## config.mk

```make
export PLATFORM = sky130hd
export DESIGN_NAME = wptr_full_ctrl_flat
export DESIGN_NICKNAME = d
export VERILOG_FILES = /design/src/rtl/wptr_full_ctrl_pkg.sv /design/src/rtl/wptr_full_ctrl_if.sv /design/src/rtl/gray2bin.sv /design/src/rtl/sync_2ff.sv /design/src/rtl/wptr_full_ctrl.sv /design/src/flat_wrapper.sv
export SDC_FILE = /design/constraint.sdc
export NUM_CORES = 1
export LEC_CHECK = 0
export BUFFER_PORTS_ARGS = -buffer_cell sky130_fd_sc_hd__buf_2
export CORE_UTILIZATION = 30
export DETAILED_ROUTE_END_ITERATION = 8
export PLACE_DENSITY = 0.54
export SLEW_MARGIN = 20
export SYNTH_ARGS = -nofsm -noshare
export SYNTH_HDL_FRONTEND = slang
export SYNTH_SLANG_ARGS = --single-unit
```

## constraint.sdc

```tcl
create_clock -name wclk -period 5.4 [get_ports wclk]
set_clock_uncertainty 0.1 [all_clocks]
set_input_delay 0.27 -clock wclk [delete_from_list [all_inputs] [get_ports wclk]]
set_output_delay 0.27 -clock wclk [all_outputs]
set_load 0.02 [all_outputs]
```

## src/rtl/wptr_full_ctrl_pkg.sv

```systemverilog
// rtl/wptr_full_ctrl_pkg.sv - default pointer width, depth and almost-full threshold for the write-side controller
`ifndef WPTR_WIDTH
`define WPTR_WIDTH 8
`endif

package wptr_full_ctrl_pkg;
    localparam int WPTR_WIDTH_DEF = `WPTR_WIDTH;
    localparam int FIFO_DEPTH_DEF = 1 << (WPTR_WIDTH_DEF - 1);
    localparam int AF_THRESH_DEF  = 4;
endpackage

```

## src/rtl/wptr_full_ctrl_if.sv

```systemverilog
// rtl/wptr_full_ctrl_if.sv - producer-side write request, memory write port and status flags
interface wptr_full_ctrl_if
    import wptr_full_ctrl_pkg::*;
#(
    parameter int PTR_WIDTH = WPTR_WIDTH_DEF
) ();
    logic                 winc;
    logic                 wovf_clr;
    logic [PTR_WIDTH-2:0] waddr;
    logic                 wen;
    logic                 wfull;
    logic                 walmost_full;
    logic [PTR_WIDTH-1:0] wlevel;
    logic                 wovf;

    modport master (
        output winc, wovf_clr,
        input  waddr, wen, wfull, walmost_full, wlevel, wovf
    );

    modport slave (
        input  winc, wovf_clr,
        output waddr, wen, wfull, walmost_full, wlevel, wovf
    );
endinterface

```

## src/rtl/gray2bin.sv

```systemverilog
// rtl/gray2bin.sv - shared Gray-to-binary converter, MSB-first running XOR
module gray2bin #(
    parameter int WIDTH = 8
) (
    input  logic [WIDTH-1:0] gray,
    output logic [WIDTH-1:0] bin
);
    always_comb begin
        logic acc;
        acc = 1'b0;
        bin = '0;
        for (int i = WIDTH - 1; i >= 0; i--) begin
            acc    = acc ^ gray[i];
            bin[i] = acc;
        end
    end
endmodule

```

## src/rtl/sync_2ff.sv

```systemverilog
// rtl/sync_2ff.sv - width-parameterized two-flop synchronizer, shared by both FIFO pointer controllers
module sync_2ff #(
    parameter int WIDTH = 8
) (
    input  logic             wclk,
    input  logic             wrst_n,
    input  logic [WIDTH-1:0] d,
    output logic [WIDTH-1:0] q
);
    logic [WIDTH-1:0] sync1;

    always_ff @(posedge wclk or negedge wrst_n) begin
        if (!wrst_n) begin
            sync1 <= '0;
            q     <= '0;
        end else begin
            sync1 <= d;
            q     <= sync1;
        end
    end
endmodule

```

## src/rtl/wptr_full_ctrl.sv

```systemverilog
// rtl/wptr_full_ctrl.sv - write-domain pointer, full/almost-full/level/overflow controller for the async FIFO
module wptr_full_ctrl
    import wptr_full_ctrl_pkg::*;
#(
    parameter int PTR_WIDTH = WPTR_WIDTH_DEF,
    parameter int AF_THRESH = AF_THRESH_DEF
) (
    input  logic                 wclk,
    input  logic                 wrst_n,
    input  logic [PTR_WIDTH-1:0] rptr_gray,
    output logic [PTR_WIDTH-1:0] wptr_gray,
    wptr_full_ctrl_if.slave      wif
);
    localparam logic [PTR_WIDTH-1:0] AF_LEVEL =
        PTR_WIDTH'((1 << (PTR_WIDTH - 1)) - AF_THRESH);

    logic [PTR_WIDTH-1:0] rptr_s;
    logic [PTR_WIDTH-1:0] rbin_s;
    logic [PTR_WIDTH-1:0] wbin;
    logic [PTR_WIDTH-1:0] wbin_next;
    logic [PTR_WIDTH-1:0] wgray_next;
    logic [PTR_WIDTH-1:0] level_next;
    logic                 full_next;
    logic                 af_next;

    sync_2ff #(.WIDTH(PTR_WIDTH)) u_rptr_sync (
        .wclk   (wclk),
        .wrst_n (wrst_n),
        .d      (rptr_gray),
        .q      (rptr_s)
    );

    gray2bin #(.WIDTH(PTR_WIDTH)) u_rptr_g2b (
        .gray (rptr_s),
        .bin  (rbin_s)
    );

    // Only the registered full flag gates a write; a same-cycle read release is seen 3 clocks later.
    assign wif.wen    = wif.winc & ~wif.wfull;
    assign wif.waddr  = wbin[PTR_WIDTH-2:0];

    assign wbin_next  = wbin + PTR_WIDTH'(wif.wen);
    assign wgray_next = (wbin_next >> 1) ^ wbin_next;
    assign full_next  = (wgray_next == {~rptr_s[PTR_WIDTH-1 -: 2], rptr_s[PTR_WIDTH-3:0]});
    assign level_next = wbin_next - rbin_s;
    assign af_next    = (level_next >= AF_LEVEL);

    always_ff @(posedge wclk or negedge wrst_n) begin
        if (!wrst_n) begin
            wbin             <= '0;
            wptr_gray        <= '0;
            wif.wfull        <= 1'b0;
            wif.walmost_full <= 1'b0;
            wif.wlevel       <= '0;
            wif.wovf         <= 1'b0;
        end else begin
            wbin             <= wbin_next;
            wptr_gray        <= wgray_next;
            wif.wfull        <= full_next;
            wif.walmost_full <= af_next;
            wif.wlevel       <= level_next;
            if (wif.winc && wif.wfull) begin
                wif.wovf <= 1'b1;
            end else if (wif.wovf_clr) begin
                wif.wovf <= 1'b0;
            end
        end
    end
endmodule
```

## src/flat_wrapper.sv

```systemverilog
// flat-port wrapper written by rule: the top's interface ports become plain ports
module wptr_full_ctrl_flat import wptr_full_ctrl_pkg::*;
#(
    parameter int PTR_WIDTH = WPTR_WIDTH_DEF,
    parameter int AF_THRESH = AF_THRESH_DEF
)
  (wclk, wrst_n, rptr_gray, wptr_gray, wif_winc, wif_wovf_clr, wif_waddr, wif_wen, wif_wfull, wif_walmost_full, wif_wlevel, wif_wovf);
  wptr_full_ctrl_if #(.PTR_WIDTH(PTR_WIDTH)) wif_i ();
  input  logic wclk;
  input  logic wrst_n;
  input  logic [PTR_WIDTH-1:0] rptr_gray;
  output logic [PTR_WIDTH-1:0] wptr_gray;
  input wire logic [$bits(wif_i.winc)-1:0] wif_winc;
  input wire logic [$bits(wif_i.wovf_clr)-1:0] wif_wovf_clr;
  output wire logic [$bits(wif_i.waddr)-1:0] wif_waddr;
  output wire logic [$bits(wif_i.wen)-1:0] wif_wen;
  output wire logic [$bits(wif_i.wfull)-1:0] wif_wfull;
  output wire logic [$bits(wif_i.walmost_full)-1:0] wif_walmost_full;
  output wire logic [$bits(wif_i.wlevel)-1:0] wif_wlevel;
  output wire logic [$bits(wif_i.wovf)-1:0] wif_wovf;
  assign wif_i.winc = wif_winc;
  assign wif_i.wovf_clr = wif_wovf_clr;
  assign wif_waddr = wif_i.waddr;
  assign wif_wen = wif_i.wen;
  assign wif_wfull = wif_i.wfull;
  assign wif_walmost_full = wif_i.walmost_full;
  assign wif_wlevel = wif_i.wlevel;
  assign wif_wovf = wif_i.wovf;
  wptr_full_ctrl #(.PTR_WIDTH(PTR_WIDTH), .AF_THRESH(AF_THRESH)) u_core (.wclk(wclk), .wrst_n(wrst_n), .rptr_gray(rptr_gray), .wptr_gray(wptr_gray), .wif(wif_i));
endmodule
```

==> flow_results.org, run 1 <==
** Synth
- The synthesized netlist occupies a cell area of 1880 um2.
- Number of distinct library cells after synthesis :: 35
- Counting flops with a built-in enable in the synthesized netlist gives 0.
- Post-synthesis net count :: 169
- Proportion of synthesized flip-flops having asynchronous set or reset :: 100%
- Count of warnings emitted by yosys :: 0
- In the synthesized netlist the dominant register cell turns out to be dfrtp_1.
- A synthesized cell averages 12.8 um2.
- After technology mapping, the gate count stands at 147.
- Post-synthesis sequential element count :: 42
- Seq/Total Area, Yosys :: 55.8%

** Floorplanning
- The floorplan step defined a core boundary enclosing 5990 um2.
- Top-level port count :: 39
- The initial utilization of the core area, before any placement, comes to 31.4%.
- Die boundary height :: 81.2 um
- Total die area :: 6600 um2
- Row cnt :: 28
- From left edge to right edge, the die measures 81.2 um.

** Layout
- Counting the fill cells in the layout gives 585.
- After routing the design area is 2330 um2.
- Share of post-route cells with drive strength above 1 :: 25.8%
- ANT cells :: 0
- For this run, the number of standard cells in the final layout without fillers is 273.
- Fin nets :: 219
- The area growth from synthesis to layout is 23.9%.

** Route
- The detailed router placed 1,177 vias in this run.
- In the routed design, unresolved DRC markers number 0.
- DRT iter0 DRCs :: 59
- Number of detailed-route iterations in the first pass :: 4
- Mean routed wirelength per cell :: 12.5 um
- The detail route stage leaves a number of antenna-violating nets equal to 0.
- After detailed routing, the number of vias per cell comes to 4.31.
- Aggregate routed wire length :: 3420 um

** CTS
- Counting every sink on the clock net gives 42.
- Root buffer cell :: clkbuf_8
- The later pin in the worst-skew pair is clocked with a latency of 0.29 ns.
- Number of buffers on the longest clock path :: 2
- In this run, CTS created clock tree buffers numbering 5.
- Number of H-tree levels :: 2
- Post-CTS repair changed the size of 0 cells.
- The number of setup buffers added after CTS is 0.
- Clock-pin slew was measured on the worst setup and hold paths at 0.08 ns.
- TritonCTS clock tree :: done

** Worst setup path
- Crit path max fanout :: 4
- R2R depth :: 14
- Walking the worst path, the cells encountered are xnor2_1 -> xor2_2 -> xnor2_1 -> xor2_1 -> xnor2_1 -> ha_1 -> inv_1 -> fa_1 -> a21o_1 -> a21oi_1 -> o21bai_1 -> a21oi_1 -> xnor2_1 -> a31o_1.
- The endpoint identified for the worst register-to-register timing path is u_core.wif.walmost_full.
- STA classifies the critical path startpoint as a flip-flop.
- Critical Path Sink Type :: flip-flop
- The worst register-to-register path begins at u_core.u_rptr_sync.q[7].
- In this run the worst setup path begins at u_core.u_rptr_sync.q[7].
- Together, buffers and inverters on the worst path number 1.
- The setup check on the worst reg-to-reg path leaves a slack of 1.88 ns.
- The slowest stage of the critical path belongs to the cell dfrtp_1.
- Depth of the critical timing path with buffers and inverters included :: 14
- Kind of critical path :: flip-flop to flip-flop
- Crit path required time :: 5.53 ns
- In this design, the largest share of critical-path delay is due to XOR/XNOR gates.
- The critical path ends at u_core.wif.walmost_full.
- Arrival time at the worst endpoint :: 3.66 ns
- The most numerous cell type found on the critical path is xnor2_1.
- Biggest cell delay along the critical path :: 0.41 ns

** GRT
- Met2 Track Usage GR :: 17.6%
- Met3 capacity usage during global routing :: 3.71%
- The layer flagged by global routing as most heavily used is met2.
- Maximum number of pins on one net before global-route repair :: 43
- Overflow after GRT :: 0
- Initial antenna violation count :: 0
- For this run, the total global-route usage over all layers was measured as 11.7%.
- The via count of the first global-routing pass came to 1,145.
- Global routing used 15.5% of the available met1 tracks.
- The first global-routing pass estimated 5580 um of wire.

** STA
- Final critical-path share of the clock period :: 65.2%
- Number of hold violations in the final report :: 0
- Worst hold-check slack :: 0.0105 ns
- For this run, the top clock speed supported by timing is 284 MHz.
- Worst-Margin Slew :: 0.914 ns
- Setup TNS :: 0 ns
- Unrepaired setup endpoints after global routing :: false
- Worst slew margin relative to its limit :: 39.0%
- Total count of max-transition violations in the final report :: 0
- Shortest period the worst path allows :: 3.52 ns
- Setup violations remaining at the end of the flow were counted as 0.

** Placement
- In this run the tool buffered the top-level ports with 38 buffer cells.
- Detailed placement ended at an HPWL of 2470 um.
- Counting tap cells, the placed design contains a total of 257 instances.
- The placed instances occupy a cell area of 2140 um2.
- The congestion estimate from routability-driven global placement came to 0.715.

** Power
- Overall power consumption after layout is estimated at 1.48 mW.
- Power spread over the standard cell area amounts to 633 nW/um2.
- For this design the static power due to leakage is 1.12 nW.
- Max rail drop VDD :: 288 uV

** Job
- Number of max-cap violations :: 0

** Hold path
- HP Class :: input port to async pin

** Outcome
- The flow ran to the end, and the final reports show no timing, DRC or antenna violations.
==> registers in the layout, indices dropped and copies added, names as in the netlist <==
register                  flops
u_core.wif.wlevel             8
u_core.wbin                   8
u_core.wif.walmost_full       1
u_core.wif.wovf               1
u_core.wptr_gray              7
u_core.wif.wfull              1
u_core.u_rptr_sync.sync1      8
u_core.u_rptr_sync.q          8
==> per-stage QoR <==
stage,setup WS (ns),utilization (%)
after floorplan,2.16,-
after global placement,2.00,35.7
after detailed placement,1.86,35.7
after CTS,1.83,39.0
after global routing,1.53,39.0
final,1.88,39.0
==> final cells by class <==
class	count	area [um2]	share of cell area, %
sequential	42	1050	45.0
multi-input combinational	95	778	33.4
timing repair buffer	46	270	11.6
tap	75	93.8	4.02
clock buffer	5	68.8	2.95
clock inverter	3	45.0	1.93
inverter	7	26.3	1.13
==> cells in the final DEF, fill, tap and decap left out, types with 2 or more instances in the layout <==
cell	count
xor2_1	19
inv_1	7
dlygate4sd3_1	8
clkinvlp_4	2
dfrtp_1	42
nand3_1	4
clkbuf_8	5
ha_1	9
a21oi_1	8
xnor2_1	15
a21o_1	4
buf_2	38
nand2b_1	2
o21ai_0	3
nor2_1	6
nand2_1	4
==> power by group <==
part,switching (mW),internal (mW),total [mW]
Clock,0.108,0.137,0.246
Combinational,0.441,0.303,0.744
Sequential,0.0733,0.415,0.488
Total,0.623,0.855,1.48
==> cell families after synthesis <==
group,share of synthesized area (%)
AOI/OAI and AO/OA,9.30
xor gates and xnor gates,18.1
adders and majority gates,7.04
buffers and inverters,2.86
DFF,55.8
and+or+nand+nor,6.84
==> synth_stat cells, drive strengths merged (2+ instances only) <==
cell	count	area share, %
nand2	4	0.80
xnor2	15	7.0
o21ai	3	0.80
a21o	4	1.6
nand2b	2	0.66
a21boi	2	0.80
xor2	21	11
ha	9	6.0
dfrtp	42	56
a21oi	8	2.1
nor2	6	1.2
inv	7	1.4
nand3	4	1.1
buf	3	1.5
==> worst min path at each step <==
stage / start / endpoint / slack (ns) / cells past startpoint
after floorplan: wrst_n / u_core.u_rptr_sync.q[0] / -0.13 / 0
after global placement: u_core.u_rptr_sync.sync1[0] / u_core.u_rptr_sync.q[0] / 0.24 / 0
after detailed placement: u_core.u_rptr_sync.sync1[2] / u_core.u_rptr_sync.q[2] / 0.23 / 0
after CTS: wrst_n / u_core.u_rptr_sync.q[7] / 0.04 / 1
after global routing: wif_wovf_clr / u_core.wif.wovf / 0.05 / 2
final: wrst_n / u_core.wptr_gray[2] / 0.01 / 1
==> worst reg2reg max path: stages (launching register included) <==
cell and delay (ns):
dfrtp_1 0.41, xnor2_1 0.33, xor2_2 0.29, xnor2_1 0.20, xor2_1 0.33, xnor2_1 0.17, ha_1 0.18, inv_1 0.05
fa_1 0.40, a21o_1 0.19, a21oi_1 0.20, o21bai_1 0.08, a21oi_1 0.17, xnor2_1 0.18, a31o_1 0.17
==> layer usage <==
metal | share of wire [%] | routed length [um]
met3 | 4.6 | 158
met2 | 45 | 1540
met4 | 1.2 | 41
met1 | 49 | 1680
met5 | 0 | 0
==> repair_timing <==
action,CTS,global route
hold endpoints to repair,8,0
endpoints found under the setup margin,0,0
hold buffers,8,0
(Power assumes the default switching activity.)
==> run 2, diff against run 1 <==
==> constraint.sdc (replaced) <==
create_clock -name wclk -period 3.4 [get_ports wclk]
set_clock_uncertainty 0.1 [all_clocks]
set_input_delay 0.17 -clock wclk [delete_from_list [all_inputs] [get_ports wclk]]
set_output_delay 0.17 -clock wclk [all_outputs]
set_load 0.02 [all_outputs]
==> flow_results.org, run 2 (synthesized netlist as in run 1, its figures left out) <==
** Power
- LEAKAGE :: 1.19 nW (was 1.12 nW)
- The clock power share was 16.3% (was 16.6%).
- The cell-internal power is 1.41 mW (was 855 uW).
- Sequential Power Share :: 32.0% (was 33.0%)
- Proportion of power drawn by combinational gates :: 51.7% (was 50.3%)
- The power density of the placed cells was 987 nW/um2 (was 633 nW/um2).
- The reported net switching power was 1.02 mW (was 623 uW).
- The share of total power consumed by net switching is 42.1% (about the same).
- The worst voltage drop across the vdd grid was 541 uV (was 288 uV).

** Placement
- The number of cells after detailed placement was 263 (was 257).
- Setup WS pre-CTS :: 0.0565 ns (was 1.86 ns)
- Routability congestion estimate from global placement :: 0.730 (was 0.715)
- Post-detail-place hpwl :: 2530 um (was 2470 um)
- The number of port buffers is 38 (unchanged).

** STA
- The relative max-transition margin came to 39.3% (was 39.0%).
- Number of hold violations in the final report :: 0 (unchanged)
- Peak clock frequency supported by timing :: 319 MHz (was 284 MHz)
- Setup violation total in the final timing report :: 0 (unchanged)
- The fraction of the cycle the final worst path needs is 92.3% (was 65.2%).
- Setup WS post-layout :: 0.262 ns (was 1.88 ns)
- The transition at the pin with the smallest max-transition slack was 0.910 ns (was 0.914 ns).
- Total count of max-transition violations in the final report :: 0 (unchanged)
- The final total negative setup slack was 0 ns (unchanged).
- The minimum clock period came to 3.14 ns (was 3.52 ns).

** Layout
- The post-route non-filler standard cell count is 283 (was 273).
- Share of post-route cells with drive strength above 1 :: 30.8% (was 25.8%)
- Filler cell count in the final layout :: 582 (was 585)
- The layout net count was 229 (was 219).
- The total inserted antenna cells came to 0 (unchanged).
- The area growth from synthesis to final layout came to 30.5% (was 23.9%).
- Leading cell types in the layout, fill and taps excluded :: dfrtp_1 (42), buf_2 (38), xor2_1 (17) (was dfrtp_1 (42), buf_2 (38), xor2_1 (19))
- The footprint of the multi-input gates was 820 um2 (was 778 um2).
- Sequential standard cell area :: 1050 um2 (unchanged)
- The most common cell after layout, fill and taps aside was dfrtp_1 (unchanged).

** Worst setup path
- The endpoint arrival time on the critical path was 3.22 ns (was 3.66 ns).
- The peak fanout along the critical path came to 2 (was 4).
- The depth of the most critical reg-to-reg path is 14 (unchanged).
- The endpoint kind of the worst setup timing path is a flip-flop (unchanged).
- Setup crit start kind :: flip-flop (unchanged)
- The category of the most critical setup path was flip-flop to flip-flop (unchanged).
- Crit path required time :: 3.49 ns (was 5.53 ns)

** CTS
- The number of H-tree levels is 2 (unchanged).
- Number of buffers on the longest clock path :: 2 (unchanged)
- The clock insertion delay at the later pin of the skew report was 0.29 ns (about the same).
- The total number of clock tree sinks was 42 (unchanged).
- CTS buffer count :: 5 (unchanged)
- The root buffer cell was clkbuf_8 (unchanged).
- Clock edge transition at the registers on the reported setup and hold paths :: 0.09 ns (was 0.08 ns)
- TritonCTS clock tree :: done (unchanged)

** Floorplanning
- The die outline area is 6600 um2 (unchanged).
- The chip width came to 81.2 um (unchanged).
- The total core area came to 5990 um2 (unchanged).
- Die boundary height :: 81.2 um (unchanged)
- The starting density of the core was 31.4% (unchanged).
- The number of rows in the core area came to 28 (unchanged).
- The top-level port count is 39 (unchanged).

** Route
- Aggregate routed wire length :: 3580 um (was 3420 um)
- The mean number of vias per cell was 4.34 (was 4.31).
- DRT iter0 DRCs :: 34 (was 59)
- The number of vias in the routed layout is 1,227 (was 1,177).
- The number of remaining DRC errors is 0 (unchanged).
- The first-pass iteration count of the detailed router came to 4 (unchanged).
- Mean routed wirelength per cell :: 12.6 um (was 12.5 um)
- The antenna violation net count after detailed routing was 0 (unchanged).

** Hold path
- The class of the worst hold path was flip-flop to flip-flop (was input port to async pin).
- Along the worst hold path, the cell count comes to 0.

** GRT
- Overflow after GRT :: 0 (unchanged)
- The wire length of the first global-routing pass is 5960 um (was 5580 um).
- Initial antenna violation count :: 0 (unchanged)
- The overall track demand over capacity in global routing is 12.3% (was 11.7%).
- Maximum number of pins on one net before global-route repair :: 43 (unchanged)
- Number of global-route vias before repair :: 1,272 (was 1,145)

** Job
- Number of max-cap violations :: 0 (unchanged)

** Outcome
- Status: finished clean (unchanged).
run 2: cell count changes in the layout (fill, tap and decap cells not counted):
cell,before,now
a21oi_1,8,7
a21oi_2,0,1
buf_4,0,7
dlygate4sd3_1,8,11
xnor2_1,15,12
xnor2_2,0,3
xor2_1,19,17
xor2_2,1,3
run 2: power by group through the flow:
| stage | combinational [mW] | sequential [mW] | clock, mW |
|---|---|---|---|
| detailed placement | 1.23 | 0.783 | 0 |
| global placement | 1.23 | 0.787 | 0 |
| global route | 1.40 | 0.799 | 0.440 |
| finish | 1.25 | 0.776 | 0.396 |
| CTS | 1.25 | 0.778 | 0.413 |
| floorplan | 0.755 | 0.917 | 0 |
run 2: metrics by stage:
stage	util, %	area, um2	hold WS [ns]	total power, mW
detailed placement	36.5	2180	0.179	2.01
global route	41.0	2460	0.261	2.64
floorplan	-	1880	-0.226	1.67
finish	41.0	2460	0.251	2.43
global placement	36.5	2180	0.178	2.02
CTS	40.2	2410	0.251	2.44
run 2: worst paths after layout:
check | from | to | slack, ns
max | u_core.u_rptr_sync.q[6] | u_core.wif.walmost_full | 0.26
min | u_core.u_rptr_sync.sync1[7] | u_core.u_rptr_sync.q[7] | 0.25
max reg2reg | u_core.u_rptr_sync.q[6] | u_core.wif.walmost_full | 0.26
min reg2reg | u_core.u_rptr_sync.sync1[7] | u_core.u_rptr_sync.q[7] | 0.25
max in group asynchronous | wrst_n | u_core.u_rptr_sync.sync1[5] | 2.19
min in group asynchronous | wrst_n | u_core.wptr_gray[2] | 0.45
run 2: area by class of cell:
type | count | share of cell area (%)
clock inverter | 3 | 1.83
multi-input combinational | 95 | 33.4
timing repair buffer | 56 | 14.4
inverter | 7 | 1.07
sequential | 42 | 42.8
clock buffer | 5 | 2.80
tap | 75 | 3.82
run 2: what timing repair did:
action,4_1_cts,5_1_grt
hold buffers,11,0
setup endpoints to repair,0,2
buffers inserted,0,1
endpoints found under the hold margin,51,0
resized for setup,0,6
run 2: critical path: stages (launching register included):
cell,delay [ns]
dfrtp_1,0.42
xnor2_2,0.24
xor2_2,0.23
xnor2_2,0.18
xor2_2,0.19
xnor2_1,0.14
ha_1,0.18
inv_1,0.05
fa_1,0.40
a21o_1,0.21
a21oi_2,0.17
o21bai_1,0.08
a21oi_1,0.17
xnor2_1,0.11
a31o_1,0.18
run 2: layer usage:
metal,vias up,wire length [um],GRT usage [%]
li1,608,-,-
met1,587,1720,15.4
met2,27,1630,19.7
met3,5,182,3.93
met4,0,44,4.82
met5,-,0,0
==> run 3, diff against run 2 <==
--- a/config.mk
+++ b/config.mk
@@ -8,7 +8,7 @@
 export BUFFER_PORTS_ARGS = -buffer_cell sky130_fd_sc_hd__buf_2
 export CORE_UTILIZATION = 30
 export DETAILED_ROUTE_END_ITERATION = 8
-export PLACE_DENSITY = 0.54
+export PLACE_DENSITY = 0.5
 export SLEW_MARGIN = 20
 export SYNTH_ARGS = -nofsm -noshare
 export SYNTH_HDL_FRONTEND = slang
==> flow_results.org, run 3 (synthesized netlist as in run 1, its figures left out) <==
** Placement
- Count of port buffers added during placement :: 38 (unchanged)
- The last weighted congestion value of the routability-driven placer was 0.731 (was 0.730).
- The number of cells after detailed placement was 263 (unchanged).
- Post-detail-place hpwl :: 2580 um (was 2530 um)

** Floorplanning
- The total core area is 5990 um2 (unchanged).
- The chip width came to 81.2 um (unchanged).
- Total die area :: 6600 um2 (unchanged)
- Die boundary height :: 81.2 um (unchanged)
- The top-level port count was 39 (unchanged).
- Row cnt :: 28 (unchanged)
- The starting density of the core came to 31.4% (unchanged).

** Route
- Number of detailed-route iterations in the first pass :: 4 (unchanged)
- Remaining routing DRC violations :: 0 (unchanged)
- Number of vias per cell :: 4.35 (was 4.34)
- DRT iter0 DRCs :: 23 (was 34)
- Total vias in the final route :: 1,234 (was 1,227)
- Mean routed wirelength per cell :: 12.5 um (was 12.6 um)
- Aggregate routed wire length :: 3550 um (was 3580 um)
- ANT nets after route :: 0 (unchanged)

** STA
- The final total negative setup slack was 0 ns (unchanged).
- The fraction of the cycle the final worst path needs came to 92.9% (was 92.3%).
- Worst hold-check slack :: 0.250 ns (was 0.251 ns)
- The transition at the pin with the smallest max-transition slack is 0.898 ns (was 0.910 ns).
- The minimum clock period came to 3.16 ns (was 3.14 ns).
- The fmax was 317 MHz (was 319 MHz).
- The relative max-transition margin was 40.2% (was 39.3%).
- Total count of max-transition violations in the final report :: 0 (unchanged)
- The number of endpoints failing setup at the final stage came to 0 (unchanged).
- Unrepaired setup endpoints after global routing :: false
- Number of hold violations in the final report :: 0 (unchanged)

** Power
- The reported net switching power is 1.01 mW (was 1.02 mW).
- Sequential Power Share :: 30.8% (was 32.0%)
- Internal power component :: 1.50 mW (was 1.41 mW)
- Ratio of total power to cell area :: 1020 nW/um2 (was 987 nW/um2)
- Sw Ratio :: 40.1% (was 42.1%)
- Max rail drop VDD :: 398 uV (was 541 uV)
- The reported leakage power was 1.20 nW (was 1.19 nW).
- Proportion of power drawn by combinational gates :: 50.2% (was 51.7%)
- The clock power share was 19.0% (was 16.3%).

** CTS
- The root buffer cell was clkbuf_8 (unchanged).
- The worst-case clock buffer depth is 2 (unchanged).
- TritonCTS clock tree :: done (unchanged)
- Clock edge transition at the registers on the reported setup and hold paths :: 0.08 ns (was 0.09 ns)
- The clock insertion delay at the later pin of the skew report came to 0.29 ns (about the same).
- Number of H-tree levels :: 2 (unchanged)
- CTS buffer count :: 5 (unchanged)
- Number of clock sinks seen by CTS :: 42 (unchanged)

** Worst setup path
- Critical Path Sink Type :: flip-flop (unchanged)
- Number of buffers and inverters on the critical path :: 1 (unchanged)
- Counting stages on the worst path, the most repeated cell is xnor2_1.
- The cell type group with the largest total delay on the critical path was XOR/XNOR gates (unchanged).
- The category of the worst setup path launch point is a flip-flop (unchanged).
- The peak fanout along the critical path is 3 (was 2).
- The cell with the largest stage delay on the worst path is dfrtp_2 (was dfrtp_1).
- The required time at the endpoint of the critical path was 3.48 ns (was 3.49 ns).
- The category of the most critical setup path is flip-flop to flip-flop (unchanged).
- The largest stage delay on the critical path is 0.45 ns (was 0.42 ns).
- Worst-path cell chain :: xor2_2 -> xnor2_1 -> xnor2_1 -> xor2_1 -> xnor2_1 -> ha_1 -> inv_1 -> fa_1 -> a21o_1 -> a21oi_2 -> o21bai_1 -> a21oi_1 -> xnor2_1 -> a31o_1 (was xnor2_2 -> xor2_2 -> xnor2_2 -> xor2_2 -> xnor2_1 -> ha_1 -> inv_1 -> fa_1 -> a21o_1 -> a21oi_2 -> o21bai_1 -> a21oi_1 -> xnor2_1 -> a31o_1)
- The endpoint arrival time on the critical path came to 3.23 ns (was 3.22 ns).

** Outcome
- Status :: finished clean (unchanged)

** Layout
- The most common cell after layout, fill and taps aside was dfrtp_1 (unchanged).
- Leading cell types in the layout, fill and taps excluded: dfrtp_1 (41), buf_2 (38), xor2_1 (18) (was dfrtp_1 (42), buf_2 (38), xor2_1 (17)).
- The number of fill cells came to 570 (was 582).
- Layout overhead on the synthesized area :: 31.3% (was 30.5%)
- Share of post-route cells with drive strength above 1 :: 30.1% (was 30.8%)
- Final instance count without filler cells :: 284 (was 283)
- The layout net count came to 230 (was 229).
- ANT cells :: 0 (unchanged)

** GRT
- The via count of the first global-routing pass was 1,183 (was 1,272).
- The overall track demand over capacity in global routing is 12.3% (about the same).
- The wire length of the first global-routing pass is 5820 um (was 5960 um).
- The number of antenna violations at the first check in global routing came to 0 (unchanged).
- Overflow after GRT :: 0 (unchanged)
- The pin count of the biggest net entering global routing came to 43 (unchanged).

** Hold path
- HP Class :: flip-flop to flip-flop (unchanged)

** Job
- The max-capacitance violation count came to 0 (unchanged).
## run 3: changes by cell type in the layout (fill, tap and decap cells not counted)
| cell | previous run | this run |
|---|---|---|
| dfrtp_1 | 42 | 41 |
| xnor2_2 | 3 | 1 |
| xnor2_1 | 12 | 14 |
| clkinvlp_4 | 2 | 0 |
| clkbuf_8 | 5 | 6 |
| xor2_1 | 17 | 18 |
| bufinv_16 | 1 | 2 |
| xor2_2 | 3 | 2 |
| buf_4 | 7 | 8 |
| dfrtp_2 | 0 | 1 |
## run 3: what timing repair did
item,CTS,global route
endpoints found under the setup margin,0,2
hold endpoints to repair,51,0
hold buffers,11,0
buffers inserted,0,2
resized for setup,0,4
## run 3: final cells by class
type                    instances  area (um2)  area share (%)
multi-input cells              95         797            32.2
well taps                      75        93.8            3.80
repair buffers                 57         360            14.6
inverters                       7        26.3            1.06
flip-flops and latches         42        1050            42.6
clock inverters                 2        60.1            2.43
clock buffers                   6        82.6            3.34
## run 3: final timing paths
path	from	to	slack [ns]	cells after the start
max	u_core.u_rptr_sync.q[4]	u_core.wif.walmost_full	0.24	14
min	u_core.u_rptr_sync.sync1[1]	u_core.u_rptr_sync.q[1]	0.25	0
max reg2reg	u_core.u_rptr_sync.q[4]	u_core.wif.walmost_full	0.24	14
min reg2reg	u_core.u_rptr_sync.sync1[1]	u_core.u_rptr_sync.q[1]	0.25	0
max in group asynchronous	wrst_n	u_core.u_rptr_sync.q[4]	2.14	2
min in group asynchronous	wrst_n	u_core.wptr_gray[2]	0.44	2
## run 3: worst reg2reg max path, delay by kind of cell (launching register included)
family	cells	cell delay, ns
AO/OA/AOI/OAI	5	0.80
XOR/XNOR	6	1.07
adder cells (fa/ha/maj)	2	0.57
flip-flops	1	0.45
buffers and inverters	1	0.05
## run 3: per-stage QoR
stage | utilization [%] | setup slack [ns] | area, um2 | power [mW]
final | 41.3 | 0.241 | 2470 | 2.51
after global placement | 36.5 | 0.187 | 2180 | 2.03
after global routing | 41.3 | 0.00779 | 2470 | 2.72
after floorplan | - | 0.156 | 1880 | 1.67
after CTS | 40.7 | 0.0758 | 2440 | 2.53
after detailed placement | 36.5 | 0.102 | 2180 | 2.02
## run 3: power groups by stage
stage / Sequential [mW] / Combinational, mW / Clock [mW]
after CTS: 0.777 / 1.26 / 0.495
after detailed placement: 0.784 / 1.24 / 0
after global routing: 0.799 / 1.40 / 0.516
after global placement: 0.785 / 1.24 / 0
after floorplan: 0.917 / 0.755 / 0
final: 0.773 / 1.26 / 0.478
## run 3: routing by layer
metal | global-route usage, % | up-vias | share of wire (%)
met4 | 6.43 | 0 | 2.1
met3 | 3.15 | 7 | 3.8
met1 | 16.1 | 588 | 47
li1 | - | 616 | -
met2 | 18.7 | 23 | 47
met5 | 0 | - | 0
